### config.mk
export PLATFORM = sky130hd
export DESIGN_NAME = sipo_frame_rx_flat
export DESIGN_NICKNAME = d
export VERILOG_FILES = /design/src/rtl/sipo_frame_rx_pkg.sv /design/src/rtl/sipo_frame_rx_if.sv /design/src/rtl/sipo_hold_reg.sv /design/src/rtl/sipo_frame_rx.sv /design/src/flat_wrapper.sv
export SDC_FILE = /design/constraint.sdc
export NUM_CORES = 1
export LEC_CHECK = 0
export CAP_MARGIN = 20
export CORE_MARGIN = 1.5
export CORE_UTILIZATION = 40
export CTS_BUF_LIST = sky130_fd_sc_hd__clkbuf_8 sky130_fd_sc_hd__clkbuf_16
export DETAILED_ROUTE_END_ITERATION = 6
export PLACE_DENSITY = 0.63
export SYNTH_ARGS = -nofsm -noshare
export SYNTH_HDL_FRONTEND = slang
export SYNTH_SLANG_ARGS = --single-unit
### constraint.sdc
create_clock -name clk -period 1.55 [get_ports clk]
set_input_delay 0.155 -clock clk [delete_from_list [all_inputs] [get_ports clk]]
set_output_delay 0.155 -clock clk [all_outputs]
set_load 0.02 [all_outputs]
### src/rtl/sipo_frame_rx_pkg.sv
// Shared serial-link definitions for the shift-register frame receiver and
// its matching transmitter.
package sipo_frame_rx_pkg;

  typedef enum logic [1:0] {
    IDLE   = 2'd0,
    DATA   = 2'd1,
    PARITY = 2'd2,
    STOP   = 2'd3
  } link_state_e;

  localparam logic LINE_IDLE = 1'b0;
  localparam logic START_BIT = 1'b1;
  localparam logic STOP_BIT  = 1'b0;

  // Even parity holds when the data bits and the parity bit XOR to zero.
  function automatic logic even_parity_ok(input logic [31:0] data, input logic par);
    return ~(^data ^ par);
  endfunction

endpackage

### src/rtl/sipo_frame_rx_if.sv
// Parallel valid/ready output bus of the serial frame receiver.
interface sipo_frame_rx_if #(
  parameter int WIDTH = 8
) ();
  logic [WIDTH-1:0] data_out;
  logic             out_valid;
  logic             out_ready;

  modport master (output data_out, output out_valid, input out_ready);
  modport slave  (input data_out, input out_valid, output out_ready);
endinterface

### src/rtl/sipo_hold_reg.sv
// One-entry valid/ready holding register; a word arriving while the entry is
// occupied and not being drained is dropped and flagged as an overrun.
module sipo_hold_reg #(
  parameter int WIDTH = 8
) (
  input  logic             clk,
  input  logic             reset,
  input  logic             in_valid,
  input  logic [WIDTH-1:0] in_data,
  output logic [WIDTH-1:0] out_data,
  output logic             out_valid,
  input  logic             out_ready,
  output logic             overrun
);

  logic [WIDTH-1:0] data_q, data_d;
  logic             valid_q, valid_d;
  logic             overrun_q, overrun_d;

  always_comb begin
    data_d    = data_q;
    valid_d   = valid_q;
    overrun_d = 1'b0;
    if (in_valid) begin
      // A drain on the same edge frees the slot for the arriving word.
      if (!valid_q || out_ready) begin
        data_d  = in_data;
        valid_d = 1'b1;
      end else begin
        overrun_d = 1'b1;
      end
    end else if (valid_q && out_ready) begin
      valid_d = 1'b0;
    end
  end

  always_ff @(posedge clk) begin
    if (reset) begin
      data_q    <= '0;
      valid_q   <= 1'b0;
      overrun_q <= 1'b0;
    end else begin
      data_q    <= data_d;
      valid_q   <= valid_d;
      overrun_q <= overrun_d;
    end
  end

  assign out_data  = data_q;
  assign out_valid = valid_q;
  assign overrun   = overrun_q;

endmodule

### src/rtl/sipo_frame_rx.sv
// Serial frame receiver: start bit, WIDTH data bits LSB-first, optional even
// parity, stop bit; good words are handed to a one-entry holding register.
module sipo_frame_rx
  import sipo_frame_rx_pkg::*;
#(
  parameter int WIDTH     = 8,
  parameter bit PARITY_EN = 1'b1
) (
  input  logic             clk,
  input  logic             reset,
  input  logic             si,
  sipo_frame_rx_if.master  out_if,
  output logic             busy,
  output logic             frame_err,
  output logic             parity_err,
  output logic             overrun
);

  localparam int              CNT_W    = $clog2(WIDTH + 1);
  localparam logic [CNT_W-1:0] LAST_BIT = CNT_W'(WIDTH - 1);

  link_state_e      state_q, state_d;
  logic [CNT_W-1:0] cnt_q, cnt_d;
  logic [WIDTH-1:0] shift_q, shift_d;
  logic             par_q, par_d;
  logic             frame_err_q, frame_err_d;
  logic             parity_err_q, parity_err_d;
  logic             good;
  logic             par_ok;

  assign par_ok = !PARITY_EN || even_parity_ok(32'(shift_q), par_q);

  always_comb begin
    state_d      = state_q;
    cnt_d        = cnt_q;
    shift_d      = shift_q;
    par_d        = par_q;
    frame_err_d  = 1'b0;
    parity_err_d = 1'b0;
    good         = 1'b0;
    case (state_q)
      IDLE: begin
        if (si == START_BIT) begin
          state_d = DATA;
          cnt_d   = '0;
        end
      end
      DATA: begin
        // Shifting in from the top leaves the first bit received in bit 0.
        shift_d = {si, shift_q[WIDTH-1:1]};
        cnt_d   = cnt_q + CNT_W'(1);
        if (cnt_q == LAST_BIT) begin
          state_d = PARITY_EN ? PARITY : STOP;
        end
      end
      PARITY: begin
        par_d   = si;
        state_d = STOP;
      end
      STOP: begin
        state_d = IDLE;
        if (si != STOP_BIT) begin
          frame_err_d = 1'b1;
        end else if (!par_ok) begin
          parity_err_d = 1'b1;
        end else begin
          good = 1'b1;
        end
      end
      default: state_d = IDLE;
    endcase
  end

  always_ff @(posedge clk) begin
    if (reset) begin
      state_q      <= IDLE;
      cnt_q        <= '0;
      shift_q      <= '0;
      par_q        <= 1'b0;
      frame_err_q  <= 1'b0;
      parity_err_q <= 1'b0;
    end else begin
      state_q      <= state_d;
      cnt_q        <= cnt_d;
      shift_q      <= shift_d;
      par_q        <= par_d;
      frame_err_q  <= frame_err_d;
      parity_err_q <= parity_err_d;
    end
  end

  sipo_hold_reg #(.WIDTH(WIDTH)) u_hold (
    .clk       (clk),
    .reset     (reset),
    .in_valid  (good),
    .in_data   (shift_q),
    .out_data  (out_if.data_out),
    .out_valid (out_if.out_valid),
    .out_ready (out_if.out_ready),
    .overrun   (overrun)
  );

  assign busy       = (state_q != IDLE);
  assign frame_err  = frame_err_q;
  assign parity_err = parity_err_q;

endmodule
### src/flat_wrapper.sv
// flat-port wrapper written by rule: the top's interface ports become plain ports
module sipo_frame_rx_flat import sipo_frame_rx_pkg::*;
#(
  parameter int WIDTH     = 8,
  parameter bit PARITY_EN = 1'b1
)
  (clk, reset, si, busy, frame_err, parity_err, overrun, out_if_data_out, out_if_out_valid, out_if_out_ready);
  sipo_frame_rx_if #(.WIDTH(WIDTH)) out_if_i ();
  input  logic clk;
  input  logic reset;
  input  logic si;
  output logic busy;
  output logic frame_err;
  output logic parity_err;
  output logic overrun;
  output wire logic [$bits(out_if_i.data_out)-1:0] out_if_data_out;
  output wire logic [$bits(out_if_i.out_valid)-1:0] out_if_out_valid;
  input wire logic [$bits(out_if_i.out_ready)-1:0] out_if_out_ready;
  assign out_if_data_out = out_if_i.data_out;
  assign out_if_out_valid = out_if_i.out_valid;
  assign out_if_i.out_ready = out_if_out_ready;
  sipo_frame_rx #(.WIDTH(WIDTH), .PARITY_EN(PARITY_EN)) u_core (.clk(clk), .reset(reset), .si(si), .out_if(out_if_i), .busy(busy), .frame_err(frame_err), .parity_err(parity_err), .overrun(overrun));
endmodule
# Word-level counts from Yosys, hierarchy flattened
# Cells that the tools add are included.
# W data, S select, Z words.
# word_totals
register_bits,27
inputBits,4
out_inout_bits,13
word_cells,49
# op_classes
addsub,1
eq_ne,7
mux,14
bitwise,3
reduce_logical,15
# ops
op,n
$reduce_xor A32 Y1,1
$mux W1,9
$pmux W2 S4,1
$pmux W4 S2,1
$reduce_and A2 Y1,4
$reduce_bool A2 Y1,3
$add A4 B1 Y4 const B,1
$eq A2 B2 Y1 const B,2
$eq A4 B3 Y1 const B,1
$mux W2,2
$mux W4,1
$ne A2 B2 Y1 const B,2
$reduce_or A2 Y1,2
$reduce_or A3 Y1,1
$eq A2 B1 Y1 const B,1
$logic_not A2 Y1,1
$ne A2 B1 Y1 const B,1
$not A1 Y1,2
$logic_and A1 B1 Y1,1
$logic_not A1 Y1,1
$logic_or A1 B1 Y1,1
$xor A1 B1 Y1,1

# Depth between registers and ports, before layout
# depth
depth_word,7
depth_mapped,6
ltp_nobuf,6

# Hierarchy
# From an unflattened synthesis, not the netlist that was laid out.
# hier_totals
cells_unflattened,125
hier_area_um2,1251.2
# by_module_without_submodules
module,n_inst,cells_each,area_each_um2,seq_area_each_um2
sipo_frame_rx,1,84,814.5,340.3
sipo_hold_reg,1,41,436.7,200.2

# Least setup slack after synthesis
# Ideal clock, no wire load.
# synth_path
kind,flip-flop to flip-flop
startpoint,reg u_core.shift_q[7]
endpoint,"reg u_core.u_hold.data_q[0], in the netlist u_core.u_hold.out_data[0]"
setup_time_ps,72
t_arrival_ps,1551
required_ps,1478
path_slack_ps,-73
stages_incl_launch_ff,5
path_buffers,0
period_less_slack_ps,1623
path_cell_list,dfxtp_1 > xnor3_1 > nand4bb_1 > mux2i_4 > mux2i_1
# synth_via
elab_chain_cells,6
# synth_lines
element,line_no,rtl
start: declaration,sipo_frame_rx.sv:24,"logic [WIDTH-1:0] shift_q, shift_d;"
start signal: assignment,sipo_frame_rx.sv:85,shift_q <= shift_d;
$reduce_xor A32 Y1,sipo_frame_rx_pkg.sv:18,return ~(^data ^ par);
$xor A1 B1 Y1,sipo_frame_rx_pkg.sv:18,
$mux W1,sipo_frame_rx.sv:64,end else if (!par_ok) begin
$mux W1,sipo_frame_rx.sv:62,if (si != STOP_BIT) begin
$mux W1,sipo_frame_rx.sv:41,case (state_q)
$reduce_and A2 Y1 (no line),n/a,
end signal: assignment,sipo_hold_reg.sv:43,data_q <= data_d;
end: declaration,sipo_hold_reg.sv:16,"logic [WIDTH-1:0] data_q, data_d;"
# Every way passes these cells.
# A chain may end at the register's enable or synchronous reset.

# Worst setup path after layout
# layout_path
startpoint,reg u_core.shift_q[1]
endpoint,"reg u_core.parity_err_q, in the netlist u_core.parity_err"
# layout_via
elab_chain_cells,3
# layout_lines
element,line_no,rtl
$reduce_xor A32 Y1,sipo_frame_rx_pkg.sv:18,
$xor A1 B1 Y1,sipo_frame_rx_pkg.sv:18,
$mux W1,sipo_frame_rx.sv:64,
end signal: assignment,sipo_frame_rx.sv:88,parity_err_q <= parity_err_d;
end: declaration,sipo_frame_rx.sv:27,"logic parity_err_q, parity_err_d;"
# Every way passes these cells.

==> impl_metrics.csv <==
group,metric,value,unit
clock_network,clk-insertion-delay-late,0.27,ns
critical_path,crit_chain,"xnor3_1, buf_4, buf_4, xor2_1, nor4bb_1",
timing,maxSlewViolCount,0,
cells_and_area,finalNetCount,167,
power_and_ir_drop,pwr-share-seq,42.0,%
synth,seq_area_frac_synth,42.7,%
timing,setup_tns,-0.439,ns
detailed_routing,first_pass_iters,4,
floorplanning,dieArea,3510,um2
critical_path,ff2ff_setup_slack,-0.10,ns
cells_and_area,regArea,548,um2
synth,yosysTopAreaCellShare,42.7,%
synth,async_reset_ff_share,0,%
clock_network,path_clk_slew,0.09,ns
detailed_routing,first_iter_violations,21,
timing,setup_viol,9,
critical_path,cp_data_required_time,1.74,ns
floorplanning,die_w,59.3,um
synth,synthFlopType,"dfxtp_1",
synth,yosys_warnings,0,
clock_network,holdBufCountCts,0,
detailed_routing,avgViaCountPerCell,4.78,
critical_path,arrival,1.84,ns
cells_and_area,drive_gt1_share,20.5,%
synth,synthCells,124,
critical_path,crit_path_max_fanout,3,
synth,synth_edf_count,0,
timing,max_freq,0.606,GHz
detailed_routing,wire_per_inst,12.1,um
grt,grtUsageTotal,14.5,%
clock_network,clock_sinks,27,
critical_path,end_kind,"flop",
timing,worstMarginPinSlew,0.300,ns
timing,rsz0062_at_grt,"true",
detailed_routing,vias,955,
cells_and_area,fin_area,1670,um2
timing,hold_viol,0,
floorplanning,core_area,3030,um2
power_and_ir_drop,p_leak,0.635,nW
power_and_ir_drop,p_sw,633,uW
floorplanning,std_cell_rows,20,
synth,yosysMostFrequentCell,"dfxtp_1",
clock_network,h-tree-depth,1,
floorplanning,die_h,59.3,um
outcome,status,"complete, but fails checks",
synth,syn_area,1270,um2
critical_path,criticalPathCategory,"reg2reg",
cells_and_area,multi_input_area,716,um2
detailed_routing,drc,0,
clock_network,root_buffer,"clkbuf_8",
detailed_routing,antenna_left,0,
timing,period_minus_slack,1.65,ns
grt,grt_pass1_wl,3840,um
timing,setup_slack,-0.101,ns
placement,portBuffers,16,
synth,synth_top_cell_by_area,"dfxtp_1",
synth,synth-seq-cells,27,
synth,synthesis.nets,134,
synth,synth_area_leaders,"dfxtp_1 43%, mux2i_1 14%, nand2b_1 9.4%, ha_1 5.9%, nor2_1 4.2%",
synth,avgSynthCellArea,10.2,um2
critical_path,path_buf_inv,2,
timing,max-slew-margin-rel,79.9,%
cells_and_area,fill_cells,279,
power_and_ir_drop,p_int,1.29,mW
floorplanning,io_pins,17,
power_and_ir_drop,p_sw_share,33.0,%
power_and_ir_drop,finalPower,1.92,mW
timing,min_period_over_period,106,%
min_path,hold_class,"reg2reg",
clock_network,cts_tree,"built",
critical_path,crit_top_cell,"buf_4",
critical_path,cp-start-kind,"flop",
grt,antenna_found_initial,0,
detailed_routing,routed_wl,2430,um
placement,gp_congestion,0.761,
cells_and_area,antenna_cells,0,
placement,placed_area,1590,um2
synth,synth_top_cells_by_count,"27 x dfxtp_1, 19 x nand2b_1, 18 x mux2i_1",
grt,grt_pass1_vias,906,
clock_network,clk_path_buf_depth,2,
floorplanning,start_util,41.8,%
outcome,violations,"setup timing",
critical_path,max_stage_delay,0.42,ns
power_and_ir_drop,power_frac_comb,37.6,%
critical_path,slowest_stage,"xnor3_1",
grt,overflow,0,
synth,ys_types,31,
grt,grt_max_degree,30,
clock_network,tritoncts.num_buffers,3,
cells_and_area,syn2layout_area_growth,31.9,%
critical_path,path_delay_family,"XOR/XNOR gates",
power_and_ir_drop,vdd_drop_max,563,uV
timing,finalClockSkew,0.00659,ns
placement,dp_hpwl,1730,um
power_and_ir_drop,power_frac_clock,20.5,%
flow_run,drv_cap,0,
power_and_ir_drop,power_density,1150,nW/um2
-- worst register-to-register path, delay by kind of cell (launching register included) --
kind / cells / cell delay, ns
flip-flops: 1 / 0.34
buffers and inverters: 2 / 0.28
AND/OR/NAND/NOR: 1 / 0.30
XOR/XNOR: 2 / 0.65
-- routing by layer --
layer	GRT usage [%]	routed length (um)	share of wire [%]	vias up
li1	-	-	-	486
met1	18.2	1180	49	451
met2	23.5	1140	47	13
met3	2.40	58	2.4	5
met4	7.79	48	2.0	0
met5	0	0	0	-
-- registers in the layout, indices dropped and copies added (netlist names) --
name / cells
u_core.shift_q: 8
u_core.u_hold.overrun: 1
u_core.par_q: 1
u_core.parity_err: 1
u_core.u_hold.out_data: 8
u_core.frame_err: 1
u_core.state_q: 2
u_core.u_hold.out_valid: 1
u_core.cnt_q: 4
-- layout by cell type (no fill, tap or decap), types with 2 or more instances in the layout --
| cell type | count |
|---|---|
| ha_1 | 6 |
| buf_4 | 16 |
| clkdlybuf4s50_1 | 15 |
| o21ai_0 | 2 |
| mux2i_1 | 18 |
| dfxtp_2 | 6 |
| a21oi_1 | 2 |
| nand3b_1 | 2 |
| xor2_1 | 2 |
| inv_1 | 4 |
| clkbuf_8 | 3 |
| nor2_1 | 14 |
| nor3_1 | 2 |
| nand2_1 | 2 |
| dfxtp_1 | 21 |
| nand2b_1 | 19 |
| xnor2_1 | 2 |
-- per-stage QoR --
| stage | setup WS, ns | hold WS (ns) | utilization [%] | instances |
|---|---|---|---|---|
| floorplan | -0.0293 | 0.231 | - | 124 |
| global placement | -0.00000944 | 0.458 | 52.5 | 194 |
| detailed placement | -0.0791 | 0.469 | 52.5 | 194 |
| CTS | -0.0748 | 0.482 | 54.3 | 199 |
| global route | -0.163 | 0.499 | 55.2 | 200 |
| finish | -0.101 | 0.477 | 55.2 | 200 |
-- timing repair --
| action | CTS | global route |
|---|---|---|
| cloned | 0 | 0 |
| setup buffers | 1 | 1 |
| endpoints found under the setup margin | 10 | 17 |
| gates resized for setup | 4 | 7 |
| pin swaps | 2 | 3 |
-- cells by family after synthesis --
family / Yosys count / share of synthesized area [%]
buffers and inverters: 8 / 2.37
AO/OA/AOI/OAI: 10 / 4.74
adder cells (fa/ha/maj): 6 / 5.93
AND/OR/NAND/NOR: 48 / 21.8
flip-flops: 27 / 42.7
XOR/XNOR: 6 / 6.42
multiplexers: 19 / 16.0
-- power groups by stage --
| stage | Sequential, mW | Combinational, mW | Clock, mW |
|---|---|---|---|
| 2_1_floorplan | 0.812 | 0.485 | 0 |
| 4_1_cts | 0.800 | 0.715 | 0.411 |
| 6_report | 0.805 | 0.720 | 0.392 |
| 3_3_place_gp | 0.811 | 0.678 | 0 |
| 3_5_place_dp | 0.816 | 0.705 | 0 |
| 5_1_grt | 0.818 | 0.790 | 0.434 |
-- path summary, 6_finish.rpt --
check / startpoint / endpoint / depth (start not counted)
max: u_core.shift_q[1]$_SDFFE_PP0P_ / u_core.parity_err$_SDFF_PP0_ / 5
min reg2reg: u_core.u_hold.out_data[3]$_SDFFE_PP0P_ / u_core.u_hold.out_data[3]$_SDFFE_PP0P_ / 2
min: u_core.u_hold.out_data[3]$_SDFFE_PP0P_ / u_core.u_hold.out_data[3]$_SDFFE_PP0P_ / 2
max reg2reg: u_core.shift_q[1]$_SDFFE_PP0P_ / u_core.parity_err$_SDFF_PP0_ / 5
-- area by class of cell --
class / count / share of cell area (%)
clock buffer: 3 / 2.47
multi-input combinational: 89 / 42.8
sequential: 27 / 32.8
tap: 44 / 3.30
timing repair buffer: 33 / 17.7
clock inverter: 1 / 0.225
inverter: 3 / 0.674
Power figures use the tool's default switching activity.
